### src/rtl/cnn_kernel_ctrl.sv
// cnn_kernel_ctrl: sequencer running one valid-mode, stride-1 convolution through a cnn_kernel.
//   clk, reset_n            : rising-edge clock, asynchronous active-low reset
//   i_start / i_abort       : begin a job (IDLE only) / abandon the current job (any busy state)
//   i_wgt_we / i_wgt_data   : weight load, captured only in IDLE
//   o_busy / o_done         : high outside IDLE / one-cycle completion pulse
//   o_rd_en, o_rd_x, o_rd_y : window read request and top-left corner
//   i_rd_data               : window data, valid one cycle after o_rd_en
//   o_k_soft_reset, o_k_weight, o_k_valid, o_k_fmap : kernel drive
//   i_k_valid, i_k_acc      : kernel result return
//   o_ot_valid, o_ot_data, i_ot_ready : result stream with ready/valid backpressure
module cnn_kernel_ctrl #(
    parameter int IW          = 8,
    parameter int IH          = 8,
    parameter int KX          = 3,
    parameter int KY          = 3,
    parameter int DATA_LEN    = 8,
    parameter int K_LAT       = 2,
    parameter int OFIFO_DEPTH = 4
) (
    input  logic                         clk,
    input  logic                         reset_n,
    input  logic                         i_start,
    input  logic                         i_abort,
    input  logic                         i_wgt_we,
    input  logic [KX*KY*DATA_LEN-1:0]    i_wgt_data,
    output logic                         o_busy,
    output logic                         o_done,
    output logic                         o_rd_en,
    output logic [$clog2(IW)-1:0]        o_rd_x,
    output logic [$clog2(IH)-1:0]        o_rd_y,
    input  logic [KX*KY*DATA_LEN-1:0]    i_rd_data,
    output logic                         o_k_soft_reset,
    output logic [KX*KY*DATA_LEN-1:0]    o_k_weight,
    output logic                         o_k_valid,
    output logic [KX*KY*DATA_LEN-1:0]    o_k_fmap,
    input  logic                         i_k_valid,
    input  logic [DATA_LEN-1:0]          i_k_acc,
    output logic                         o_ot_valid,
    output logic [DATA_LEN-1:0]          o_ot_data,
    input  logic                         i_ot_ready
);
    localparam int OW   = IW - KX + 1;
    localparam int OH   = IH - KY + 1;
    localparam int NOUT = OW * OH;
    localparam int VW   = KX * KY * DATA_LEN;
    localparam int XW   = $clog2(IW);
    localparam int YW   = $clog2(IH);
    localparam int CW   = $clog2(NOUT + 1);
    localparam int FW   = $clog2(OFIFO_DEPTH + 1);
    localparam int PW   = $clog2(OFIFO_DEPTH);
    // The credit rule bounds inflight by the FIFO depth as well as the kernel latency.
    localparam int IFW  = $clog2(OFIFO_DEPTH + K_LAT + 2);

    typedef enum logic [2:0] {S_IDLE, S_CLEAR, S_RUN, S_DRAIN, S_DONE} state_t;

    state_t              state_q, state_d;
    logic                busy_q, busy_d;
    logic                done_q, done_d;
    logic                srst_q, srst_d;
    logic                kv_q, kv_d;
    logic [VW-1:0]       wgt_q, wgt_d;
    logic [XW-1:0]       x_q, x_d;
    logic [YW-1:0]       y_q, y_d;
    logic [CW-1:0]       issued_q, issued_d;
    logic [CW-1:0]       popped_q, popped_d;
    logic [IFW-1:0]      infl_q, infl_d;
    logic [FW-1:0]       cnt_q, cnt_d;
    logic [PW-1:0]       wp_q, wp_d;
    logic [PW-1:0]       rp_q, rp_d;
    logic [DATA_LEN-1:0] mem_q [OFIFO_DEPTH];
    logic                abort, rd_en, push, pop, x_last;

    always_comb begin
        abort    = i_abort && (state_q != S_IDLE);
        rd_en    = (state_q == S_RUN) && ((int'(cnt_q) + int'(infl_q)) < OFIFO_DEPTH);
        // Results are only accepted while a job is live; stragglers from an aborted job are dropped.
        push     = i_k_valid && ((state_q == S_RUN) || (state_q == S_DRAIN));
        pop      = (cnt_q != '0) && i_ot_ready;
        x_last   = x_q == XW'(OW - 1);
        state_d  = state_q;
        wgt_d    = ((state_q == S_IDLE) && i_wgt_we) ? i_wgt_data : wgt_q;
        x_d      = rd_en ? (x_last ? '0 : x_q + XW'(1)) : x_q;
        y_d      = (rd_en && x_last) ? y_q + YW'(1) : y_q;
        issued_d = issued_q + CW'(rd_en);
        popped_d = popped_q + CW'(pop);
        infl_d   = infl_q + IFW'(rd_en) - IFW'(push);
        cnt_d    = cnt_q + FW'(push) - FW'(pop);
        wp_d     = wp_q + PW'(push);
        rp_d     = rp_q + PW'(pop);
        case (state_q)
            S_IDLE:  state_d = i_start ? S_CLEAR : S_IDLE;
            S_CLEAR: begin
                state_d  = S_RUN;
                x_d      = '0;
                y_d      = '0;
                issued_d = '0;
                popped_d = '0;
                infl_d   = '0;
            end
            S_RUN:   state_d = (rd_en && (issued_q == CW'(NOUT - 1))) ? S_DRAIN : S_RUN;
            // Looking at popped_d lets DONE follow the final pop by exactly one cycle.
            S_DRAIN: state_d = (popped_d == CW'(NOUT)) ? S_DONE : S_DRAIN;
            S_DONE:  state_d = S_IDLE;
            default: state_d = S_IDLE;
        endcase
        if (abort) begin
            state_d  = S_IDLE;
            x_d      = '0;
            y_d      = '0;
            issued_d = '0;
            popped_d = '0;
            infl_d   = '0;
            cnt_d    = '0;
            wp_d     = '0;
            rp_d     = '0;
        end
        busy_d = state_d != S_IDLE;
        done_d = state_d == S_DONE;
        srst_d = (state_d == S_CLEAR) || abort;
        // A read issued in the abort cycle is never forwarded to the kernel.
        kv_d   = rd_en && !abort;
    end

    always_ff @(posedge clk or negedge reset_n) begin
        if (!reset_n) begin
            state_q  <= S_IDLE;
            busy_q   <= 1'b0;
            done_q   <= 1'b0;
            srst_q   <= 1'b0;
            kv_q     <= 1'b0;
            wgt_q    <= '0;
            x_q      <= '0;
            y_q      <= '0;
            issued_q <= '0;
            popped_q <= '0;
            infl_q   <= '0;
            cnt_q    <= '0;
            wp_q     <= '0;
            rp_q     <= '0;
            for (int i = 0; i < OFIFO_DEPTH; i++) mem_q[i] <= '0;
        end else begin
            state_q  <= state_d;
            busy_q   <= busy_d;
            done_q   <= done_d;
            srst_q   <= srst_d;
            kv_q     <= kv_d;
            wgt_q    <= wgt_d;
            x_q      <= x_d;
            y_q      <= y_d;
            issued_q <= issued_d;
            popped_q <= popped_d;
            infl_q   <= infl_d;
            cnt_q    <= cnt_d;
            wp_q     <= wp_d;
            rp_q     <= rp_d;
            if (push) mem_q[wp_q] <= i_k_acc;
        end
    end

    assert property (@(posedge clk) disable iff (!reset_n) !(i_k_valid && (cnt_q == FW'(OFIFO_DEPTH))));

    assign o_busy         = busy_q;
    assign o_done         = done_q;
    assign o_rd_en        = rd_en;
    assign o_rd_x         = x_q;
    assign o_rd_y         = y_q;
    assign o_k_soft_reset = srst_q;
    assign o_k_weight     = wgt_q;
    assign o_k_valid      = kv_q;
    assign o_k_fmap       = kv_q ? i_rd_data : '0;
    assign o_ot_valid     = cnt_q != '0;
    assign o_ot_data      = (cnt_q != '0) ? mem_q[rp_q] : '0;
endmodule

### config.mk
export PLATFORM = sky130hd
export DESIGN_NAME = cnn_kernel_ctrl
export DESIGN_NICKNAME = d
export VERILOG_FILES = /design/src/rtl/cnn_kernel_ctrl.sv
export SDC_FILE = /design/constraint.sdc
export NUM_CORES = 1
export LEC_CHECK = 0
export CORE_MARGIN = 4
export CORE_UTILIZATION = 40
export CTS_CLUSTER_DIAMETER = 60
export CTS_CLUSTER_SIZE = 16
export DETAILED_ROUTE_END_ITERATION = 8
export PLACE_DENSITY = 0.85
export SYNTH_ARGS = -nofsm -noshare
export SYNTH_HDL_FRONTEND = slang
export SYNTH_SLANG_ARGS = --single-unit
export TNS_END_PERCENT = 20
### constraint.sdc
create_clock -name clk -period 4.8 [get_ports clk]
set_clock_uncertainty 0.1 [all_clocks]
set_input_delay 0.96 -clock clk [delete_from_list [all_inputs] [get_ports clk]]
set_output_delay 0.96 -clock clk [all_outputs]
set_load 0.01 [all_outputs]
**Yosys cells after proc, flatten, opt, wreduce, memory -nomap -nowiden**

Cells that the tools add are included.

- Register bits: 139
- Bits in latches: 0
- Bits in writable memories: 0
- Memory bits (read-only): 0
- Output and inout bits: 164
- Memories: 0

- $add $sub $neg: 11
- Multipliers: 0
- Divide/modulo/power cells: 0
- $lt $le $gt $ge: 4
- Equality and inequality tests: 8
- Shift operators: 0
- Multiplexer cells: 29
- Bitwise operators: 2
- Reduce and logical (&&, ||, !) cells: 18

Operators with widths:

| kind | count |
|---|---|
| 72-bit 2-to-1 mux | 1 |
| 3-bit 2-to-1 mux | 12 |
| 32-bit bitwise mux | 1 |
| 8-bit 2-to-1 mux | 4 |
| 6-bit 2-to-1 mux | 4 |
| 8-bit binary-select mux with 2-bit select | 1 |
| 8-bit demux with 2-bit select | 1 |
| 3-bit nonzero test | 5 |
| 6-bit by 1-bit adder with 6-bit output | 2 |
| 6-bit == test, second input constant | 2 |
| 3-bit case mux with 4 select lines | 1 |
| 1-bit logical AND | 9 |
| 3-bit by 1-bit adder with 3-bit output | 2 |
| 3-bit by 1-bit adder with 3-bit output, second input constant | 2 |
| 3-bit by 1-bit == test with 1-bit output, second input constant | 2 |
| 3-bit by 2-bit == test with 1-bit output, second input constant | 2 |
| 3-bit == test, second input constant | 2 |
| 3-bit >= comparator, second input constant | 2 |
| 2-bit inverter with 3-bit output | 2 |
| 3-bit by 1-bit subtractor with 3-bit output | 2 |
| 2-bit by 1-bit adder with 2-bit output | 2 |
| 3-bit by 3-bit adder with 4-bit output | 1 |
| 4-bit by 3-bit less-than comparator with 1-bit output, second input constant | 1 |
| 2-bit 2-to-1 mux | 2 |
| other kinds (5) | 7 |

**Depth between registers and ports, before layout**

Gate-level depths: netlist (run 1).

- Depth in word-level cells: 9
- Gate-level depth with buffers: 9
- Mapped depth without buffers: 9

**Worst setup path after synthesis (run 1)**

No wires, ideal clock.

- Path type: input -> register
- Start: in i_k_valid
- End: reg infl_q[2]
- Arrival: 2.412 ns
- Path slack: 2.166 ns
- Cell stages on the path: 9
- Cell sequence: nand3b_1 inv_1 ha_1 inv_1 ha_1 fa_1 xnor2_1 xnor2_1 nor2_1

- Cells in the longest elaborated chain, start to end: 4

Ends and longest elaborated chain:

| item | line | text |
|---|---|---|
| from (decl) | 36 | `input logic i_k_valid,` |
| 1-bit logical AND | 77 | `push = i_k_valid && ((state_q == S_RUN) \|\| (state_q == S_DRAIN));` |
| 3-bit by 1-bit subtractor with 3-bit output | 86 | `infl_d = infl_q + IFW'(rd_en) - IFW'(push);` |
| 3-bit 2-to-1 mux | 90 | `case (state_q)` |
| 3-bit 2-to-1 mux | 106 | `if (abort) begin` |
| net infl_d[2] | 66 | `logic [IFW-1:0] infl_q, infl_d;` |
| to (signal assigned) | 152 | `infl_q <= infl_d;` |
| to (decl) | 66 |  |

The timed path passes the listed nets, and every way through them passes these cells.
A chain may end at the register's enable or synchronous reset.

**Final worst setup path (run 1)**

- Start: reg kv_q (netlist: o_k_valid)
- End: out o_k_fmap[52]

- Cells in the longest elaborated chain, start to end: 1

Ends and longest elaborated chain:

| item | line | text |
|---|---|---|
| from (decl) | 60 | `logic kv_q, kv_d;` |
| from (signal assigned) | 146 | `kv_q <= kv_d;` |
| 72-bit 2-to-1 mux | 170 | `assign o_k_fmap = kv_q ? i_rd_data : '0;` |
| to (decl) | 35 | `output logic [KX*KY*DATA_LEN-1:0] o_k_fmap,` |

No other way between the ends.

==> results of run 1 <==
-- area by class of cell --
type	count	share of cell area [%]
flip-flops and latches	139	33.6
diodes	1	0.0241
repair buffers	325	31.3
inverters	10	0.362
multi-input cells	306	26.2
clock buffers	17	4.10
well taps	211	2.55
clock inverters	14	1.88
-- cells by family (layout without fill, tap and decap cells) --
logic type	after synthesis	in the layout	synth area share, %
xor gates and xnor gates	15	15	2.06
AOI/OAI and AO/OA	9	9	0.983
DFF	139	139	54.6
adders and majority gates	15	15	3.18
other	0	1	0
muxes	116	116	21.9
and+or+nand+nor	151	151	14.5
buffers and inverters	30	366	2.73
-- synthesized netlist by cell type (all sizes together) --
cell | n | area (sq um)
inv | 10 | 37.5
and4b | 2 | 20.0
fa | 2 | 40.0
nor4 | 2 | 27.5
o21ai | 1 | 5.00
o31a | 1 | 8.76
xnor2 | 9 | 78.8
and2 | 84 | 526
or2 | 1 | 8.76
o41ai | 1 | 8.76
nand3b | 2 | 15.0
clkbuf | 11 | 41.3
nand2 | 11 | 41.3
xor2 | 6 | 52.6
mux2i | 3 | 30.0
ha | 13 | 163
mux4 | 8 | 180
a21oi | 2 | 10.0
o221ai | 1 | 8.76
nand2b | 1 | 6.26
or3b | 2 | 20.0
nor4b | 2 | 17.5
and3 | 1 | 6.26
o21a | 2 | 15.0
a31oi | 1 | 6.26
and2b | 1 | 7.51
dfrtp | 139 | 3480
nor3 | 2 | 15.0
nand3 | 8 | 40.0
nor3b | 1 | 12.5
buf | 9 | 95.1
mux2 | 105 | 1180
nand4 | 2 | 27.5
nor2 | 19 | 71.3
nor2b | 10 | 62.6
-- metal layers --
layer / up-vias / global-route usage, % / wire length [um] / part of all wire (%)
met4: 2 / 8.37 / 485 / 1.9
met3: 29 / 6.94 / 2050 / 7.9
met5: - / 0 / 11 / 0.042
li1: 2267 / - / - / -
met1: 2623 / 36.0 / 10200 / 39
met2: 254 / 49.2 / 13200 / 51
-- how the worst min path moves through the flow --
stage | startpoint | end | slack (ns) | cells after the start
2_1_floorplan | mem_q[10]$_DFFE_PN0P_ | mem_q[10]$_DFFE_PN0P_ | 0.37 | 1
3_3_place_gp | o_k_weight[68]$_DFFE_PN0P_ | o_k_weight[68]$_DFFE_PN0P_ | 0.37 | 1
3_5_place_dp | o_k_weight[56]$_DFFE_PN0P_ | o_k_weight[56]$_DFFE_PN0P_ | 0.37 | 1
4_1_cts | o_k_weight[3]$_DFFE_PN0P_ | o_k_weight[3]$_DFFE_PN0P_ | 0.39 | 1
5_1_grt | o_k_weight[56]$_DFFE_PN0P_ | o_k_weight[56]$_DFFE_PN0P_ | 0.41 | 1
6_report | o_k_weight[3]$_DFFE_PN0P_ | o_k_weight[3]$_DFFE_PN0P_ | 0.39 | 1
-- power groups by stage --
stage	clock, uW	combinational (uW)	sequential [uW]
4_1_cts	1400	1880	1780
6_report	1370	1860	1780
5_1_grt	1450	1970	1820
3_5_place_dp	0	1860	1790
2_1_floorplan	0	831	1790
3_3_place_gp	0	1820	1760
-- sequential cells by signal, summed over array words and instances, names as in the netlist --
name,count
mem_q,32
cnt_q,3
issued_q,6
o_done,1
o_busy,1
rp_q,2
infl_q,3
o_k_weight,72
wp_q,2
o_k_soft_reset,1
popped_q,6
o_rd_y,3
o_rd_x,3
state_q,3
o_k_valid,1
-- per-stage QoR --
stage / hold WS, ns / instance area (sq um) / total power [uW] / instances
2_1_floorplan: 0.374 / 6370 / 2620 / 475
3_3_place_gp: 0.369 / 9740 / 3580 / 991
3_5_place_dp: 0.374 / 9740 / 3660 / 991
4_1_cts: 0.389 / 10400 / 5060 / 1022
5_1_grt: 0.410 / 10400 / 5240 / 1023
6_report: 0.389 / 10400 / 5010 / 1023
-- worst max-delay path: stages (launching register included) --
cell	delay (ns)
dfrtp_1	1.05
buf_4	0.36
and2_1	0.29
clkdlybuf4s50_1	0.61
==> reports/qor.yml, run 1 <==
status: "finished clean"
yosysUniqueCellTypes: 41
drt_iter0_markers: 301
period_minus_slack_ns: 3.78
grt_pass1_wl_um: 37100
start_util_pct: 41.4
drv_slew: 0
synth_nets: 649
final_common_cell: "clkdlybuf4s50_1"
ys_warn_count: 0
multi_input_area_sq_um: 2720
endpoint_kind: "output port"
detail_route.wl_per_cell_um: 25.3
cp-startpoint: "o_k_valid$_DFF_PN0_"
setup_viol: 0
grt_start_max_net_pins: 120
period_share_pct: 78.8
drc: 0
vias_per_cell: 5.06
reg2reg_to: "o_done$_DFF_PN0_"
leakagePower_uw: 0.00439
detail-route-antenna-nets: 0
cts.path.max_buffers: 2
switching_share_pct: 30.0
worst_slack_ns: 1.02
comb_power_share_pct: 37.2
switchingPower_uw: 1500
fillers: 1102
cts.hold.buffers_added: 0
rsz0062_at_grt: "false"
netlist_instances: 475
worstSkewPairLatency_ns: 0.41
cts_tree: "built"
ys_seq_area_share_pct: 54.6
powerDensity_nw_per_um2: 483
drive_gt1_share_pct: 17.8
regArea_sq_um: 3480
place_ws_ns: 1.34
drt-total-wl_um: 25900
dieArea_sq_um: 18000
nNetsFinal: 973
clock.fmax_mhz: 265
yosys_register_bits: 139
post_cts_buffers: 0
cts_max_level: 4
grt_use_total_pct: 28.6
maxCapViolations: 0
antenna_found_initial: 2
finalHoldViolCount: 0
cts_resized: 0
drt_first_pass_iters: 5
portBuffers: 322
cts_buffers: 17
critPathKind: "reg -> out"
final_cell_mix: "321 x clkdlybuf4s50_1, 139 x dfrtp_1, 93 x mux2_2"
clkPwrFrac_pct: 27.3
critPathMaxFanout: 50
core_sq_um: 15400
cp.arrival_ns: 2.72
overflow: 0
clkTransAtPathRegs_ns: 0.06
r2r_start: "cnt_q[1]$_DFF_PN0_"
maxSlewHeadroom_pct: 28.0
ff2ff_path_depth: 8
dr_total_vias: 5175
fp-row-count: 45
setup_tns_ns: 0
dpl.hpwl_um: 20700
crit_end: "o_k_fmap[52]"
rrSetupSlack_ns: 2.30
area_delta_synth_final_pct: 62.8
root_buffer: "clkbuf_16"
grt_pass1_vias: 5404
p_int_uw: 3510
hold_class: "reg -> reg"
die_y_um: 134
place_congestion: 0.943
worst_pin_slew_ns: 1.08
clock-sinks: 139
post-route-util_pct: 67.4
crit_path_start_kind: "register"
max-vdd-ir-drop_v: 0.000318
synth_area_sq_um: 6370
io_pins: 323
cp.required_ns: 3.74
seq_power_share_pct: 35.5
postSynthAreaPerCell_sq_um: 13.4
die_w_um: 134
Power figures use the tool's default switching activity.
==> run 2: changes to the inputs <==
clock period = 3.9 ns   (was 4.8 ns; I/O delays follow)
==> run 2 against run 1 <==
Combinational power up 24%. Count of clock-buffer cells in the layout unchanged. Flip-flop and latch count unchanged. Critical endpoint is now o_rd_en. Largest cell class unchanged. Highest routed layer is now met4.
==> reports/qor.yml, run 2 (synthesized netlist as in run 1, its figures left out) <==
cp.arrival_ns: 2.46
grt-busiest-layer: "met2"
cts_max_level: 4
p_int_uw: 4510
cts.hold.buffers_added: 0
start_util_pct: 41.4
finalHoldViolCount: 0
drive_gt1_share_pct: 17.9
vias_per_cell: 5.08
clkPwrFrac_pct: 29.7
place_congestion: 0.950
overflow: 0
grt_util_met1_pct: 34.1
final_common_cell: "clkdlybuf4s50_1"
antenna_found_initial: 3
drt-total-wl_um: 26000
post-route-util_pct: 68.0
endpoint_kind: "output port"
comb_power_share_pct: 36.1
cts_tree: "built"
leakagePower_uw: 0.00442
cts_buffers: 17
drc: 0
detail_route.wl_per_cell_um: 25.3
cpMaxStageDelayCell: "clkdlybuf4s50_1"
dieArea_sq_um: 18000
crit_path_start_kind: "register"
status: "finished clean"
io_pins: 323
switchingPower_uw: 1870
root_buffer: "clkbuf_16"
maxSlewHeadroom_pct: 34.1
seq_power_share_pct: 34.2
crit_chain: "ha_1, nor4_4, nand3_1, inv_1, clkdlybuf4s50_1"
grt_pass1_vias: 5484
die_y_um: 134
dr_total_vias: 5214
hold_class: "in -> async"
max_stage_delay_ns: 0.56
cts.path.max_buffers: 2
largest_reg_flops: 72
clkTransAtPathRegs_ns: 0.06
drv_slew: 0
portBuffers: 322
worstSkewPairLatency_ns: 0.42
post_cts_buffers: 0
dpl.hpwl_um: 20600
regArea_sq_um: 3480
area_delta_synth_final_pct: 64.2
die_w_um: 134
grt_start_max_net_pins: 90
use_met3_pct: 10.4
grt_use_total_pct: 28.6
setup_viol: 0
rsz0062_at_grt: "false"
nNetsFinal: 974
drt_iter0_markers: 274
maxCapViolations: 0
cts_resized: 0
period_share_pct: 85.6
fp-row-count: 45
grt_pass1_wl_um: 37300
multi_input_area_sq_um: 2720
final_cell_mix: "321 x clkdlybuf4s50_1, 139 x dfrtp_1, 93 x mux2_2"
critPathKind: "reg -> out"
ff2ff_path_depth: 4
switching_share_pct: 29.3
setup_tns_ns: 0
core_sq_um: 15400
cp.required_ns: 3.02
detail-route-antenna-nets: 0
period_minus_slack_ns: 3.34
grt_util_met2_pct: 47.3
powerDensity_nw_per_um2: 610
fillers: 1098
rrSetupSlack_ns: 1.41
clock-sinks: 139
clock.fmax_mhz: 300
drt_first_pass_iters: 5
critPathMaxFanout: 4
worst_pin_slew_ns: 0.988
max-vdd-ir-drop_v: 0.000322
## run 2: cell count changes in the layout (fill, tap and decap cells not counted), sizes merged
cell      change
bufinv        +3
diode         +2
buf           +1
clkinv        -1
clkinvlp      -1
inv           -1
## run 2: layout make-up
cell class                 instances  area share, %
antenna                            3         0.0718
inverter                          10          0.359
clock buffer                      17           4.07
tap                              211           2.53
timing repair buffer             326           31.1
sequential                       139           33.3
clock inverter                    14           2.56
multi-input combinational        306           26.0
## run 2: power by group through the flow
stage / clock network, uW / logic (uW) / registers, uW
finish: 1890 / 2300 / 2180
global route: 1980 / 2440 / 2240
CTS: 1930 / 2330 / 2180
detailed placement: 0 / 2300 / 2200
global placement: 0 / 2260 / 2150
floorplan: 0 / 1020 / 2200
## run 2: per-stage QoR
stage | hold slack (ns) | total power (uW) | cells | area [sq um] | setup slack (ns)
finish | 0.335 | 6380 | 1026 | 10500 | 0.562
CTS | 0.357 | 6430 | 1023 | 10400 | 0.554
floorplan | 0.374 | 3220 | 475 | 6370 | 1.27
global route | 0.392 | 6660 | 1026 | 10500 | 0.466
detailed placement | 0.374 | 4500 | 992 | 9750 | 0.813
global placement | 0.370 | 4410 | 992 | 9750 | 0.798
## run 2: final timing paths
path,start,to
max,infl_q[2]$_DFF_PN0_,o_rd_en
min,reset_n,mem_q[12]$_DFFE_PN0P_
max reg2reg,state_q[0]$_DFF_PN0_,o_k_weight[21]$_DFFE_PN0P_
min reg2reg,o_k_weight[64]$_DFFE_PN0P_,o_k_weight[64]$_DFFE_PN0P_
max in group asynchronous,reset_n,o_k_weight[35]$_DFFE_PN0P_
min in group clk,o_k_weight[64]$_DFFE_PN0P_,o_k_weight[64]$_DFFE_PN0P_
## run 2: critical path, delay by kind of cell (launching register included)
kind,cells,cell delay (ns)
and+or+nand+nor,2,0.53
adders and majority gates,1,0.34
buffers and inverters,2,0.75
DFF,1,0.40
## run 2: metal layers
metal  vias up  routed length (um)
met5         -                   0
met4         0                 850
met3        46                2310
met2       217               12800
met1      2671                9980
li1       2280                   -
==> run 3: changes to the inputs <==
PLACE_DENSITY = 0.8   (was 0.85)
==> run 3 against run 2 <==
Global-route usage down 1.6 points. Die area unchanged. First-iteration DRC count fell by 5.8%. Flip-flop and latch count unchanged. Sequential share of layout area grew 0.40 points. Power down 6.2%. Non-clock buffer count is 1 higher. Clock power shrank 20%. Largest cell class unchanged. Largest power group unchanged.
==> reports/qor.yml, run 3 (synthesized netlist as in run 1, its figures left out) <==
r2r_start: "cnt_q[1]$_DFF_PN0_"
fp-row-count: 45
antenna_found_initial: 4
period_share_pct: 84.6
period_minus_slack_ns: 3.30
largest_reg_flops: 72
post_cts_buffers: 0
leakagePower_uw: 0.00436
ff2ff_path_depth: 10
portBuffers: 322
root_buffer: "clkbuf_16"
endpoint_kind: "output port"
seq_power_share_pct: 36.3
drt_first_pass_iters: 4
cts_tree: "built"
drc: 0
vias_per_cell: 4.96
cts_resized: 0
drive_gt1_share_pct: 17.8
crit_path_start_kind: "register"
worstSkewPairLatency_ns: 0.42
clkTransAtPathRegs_ns: 0.06
die_y_um: 134
critPathKind: "reg -> out"
grt_pass1_wl_um: 35200
switchingPower_uw: 1840
drt-total-wl_um: 24500
antenna_cells: 0
core_sq_um: 15400
nNetsFinal: 975
powerDensity_nw_per_um2: 579
clkPwrFrac_pct: 25.2
min_path_cells: 1
worst_pin_slew_ns: 1.13
drv_slew: 0
place_congestion: 0.916
cts_max_level: 4
hold-path-endpoint: "o_k_weight[5]$_DFFE_PN0P_"
place_ws_ns: 0.815
dieArea_sq_um: 18000
detail-route-antenna-nets: 0
drt_iter0_markers: 258
cp.required_ns: 3.02
start_util_pct: 41.4
die_w_um: 134
final_common_cell: "clkdlybuf4s50_1"
setup_tns_ns: 0
cts.path.max_buffers: 2
holdCritStartpoint: "o_k_weight[5]$_DFFE_PN0P_"
rsz0062_at_grt: "false"
fillers: 1136
worst_slack_ns: 0.602
detail_route.wl_per_cell_um: 23.9
status: "finished clean"
overflow: 0
cts_buffers: 17
reg2reg_to: "cnt_q[2]$_DFF_PN0_"
grt_use_total_pct: 27.0
dpl.hpwl_um: 19300
clock-sinks: 139
grt_pass1_vias: 5394
rrSetupSlack_ns: 1.43
finalPower_uw: 5980
dr_total_vias: 5081
maxSlewHeadroom_pct: 24.8
p_int_uw: 4140
finalHoldViolCount: 0
max-vdd-ir-drop_v: 0.000549
cp.arrival_ns: 2.42
cts.hold.buffers_added: 0
maxCapViolations: 0
comb_power_share_pct: 38.5
final_cell_mix: "321 x clkdlybuf4s50_1, 139 x dfrtp_1, 93 x mux2_2"
clock.fmax_mhz: 303
setup_viol: 0
switching_share_pct: 30.7
io_pins: 323
critPathMaxFanout: 4
area_delta_synth_final_pct: 62.2
hold_class: "reg -> reg"
grt_start_max_net_pins: 126
## run 3: how the worst max path moves through the flow
| stage | startpoint | slack, ns | cells after the start | endpoint |
|---|---|---|---|---|
| 6_report | cnt_q[2]$_DFF_PN0_ | 0.60 | 5 | o_rd_en |
| 5_1_grt | cnt_q[2]$_DFF_PN0_ | 0.46 | 5 | o_rd_en |
| 4_1_cts | cnt_q[2]$_DFF_PN0_ | 0.57 | 5 | o_rd_en |
| 3_5_place_dp | i_k_valid | 0.82 | 10 | infl_q[2]$_DFF_PN0_ |
| 3_3_place_gp | i_k_valid | 0.88 | 10 | infl_q[2]$_DFF_PN0_ |
| 2_1_floorplan | cnt_q[1]$_DFF_PN0_ | 1.27 | 9 | cnt_q[2]$_DFF_PN0_ |
## run 3: final cells by class
cell class | instances | area [sq um] | share of cell area, %
flip-flops and latches | 139 | 3480 | 33.7
repair buffers | 327 | 3270 | 31.7
multi-input cells | 306 | 2720 | 26.3
clock buffers | 19 | 443 | 4.29
well taps | 211 | 264 | 2.56
clock inverters | 12 | 116 | 1.13
inverters | 10 | 37.5 | 0.363
## run 3: critical path, cell delays in order (launching register included)
cell             delay, ns
dfrtp_1               0.42
ha_1                  0.32
nor4_4                0.29
nand3_1               0.23
inv_1                 0.18
clkdlybuf4s50_1       0.56
## run 3: layer usage
layer / global-route usage [%] / share of wire [%] / vias to the layer above
met3: 9.08 / 9.0 / 44
met4: 8.60 / 2.9 / 8
met2: 46.1 / 51 / 208
li1: - / - / 2278
met5: 0 / 0.14 / -
met1: 32.3 / 37 / 2543
## run 3: power by group through the flow
stage	Sequential (uW)	Clock [uW]	Combinational (uW)
after floorplan	2200	0	1020
final	2170	1510	2300
after CTS	2170	1540	2330
after global routing	2230	1610	2450
after global placement	2160	0	2270
after detailed placement	2190	0	2310
## run 3: metrics by stage
stage	instance area [sq um]	util [%]	instances	hold WS [ns]
detailed placement	9770	63.6	993	0.375
floorplan	6370	-	475	0.374
global route	10300	67.2	1024	0.407
global placement	9770	63.6	993	0.372
CTS	10300	67.2	1024	0.388
finish	10300	67.2	1024	0.387
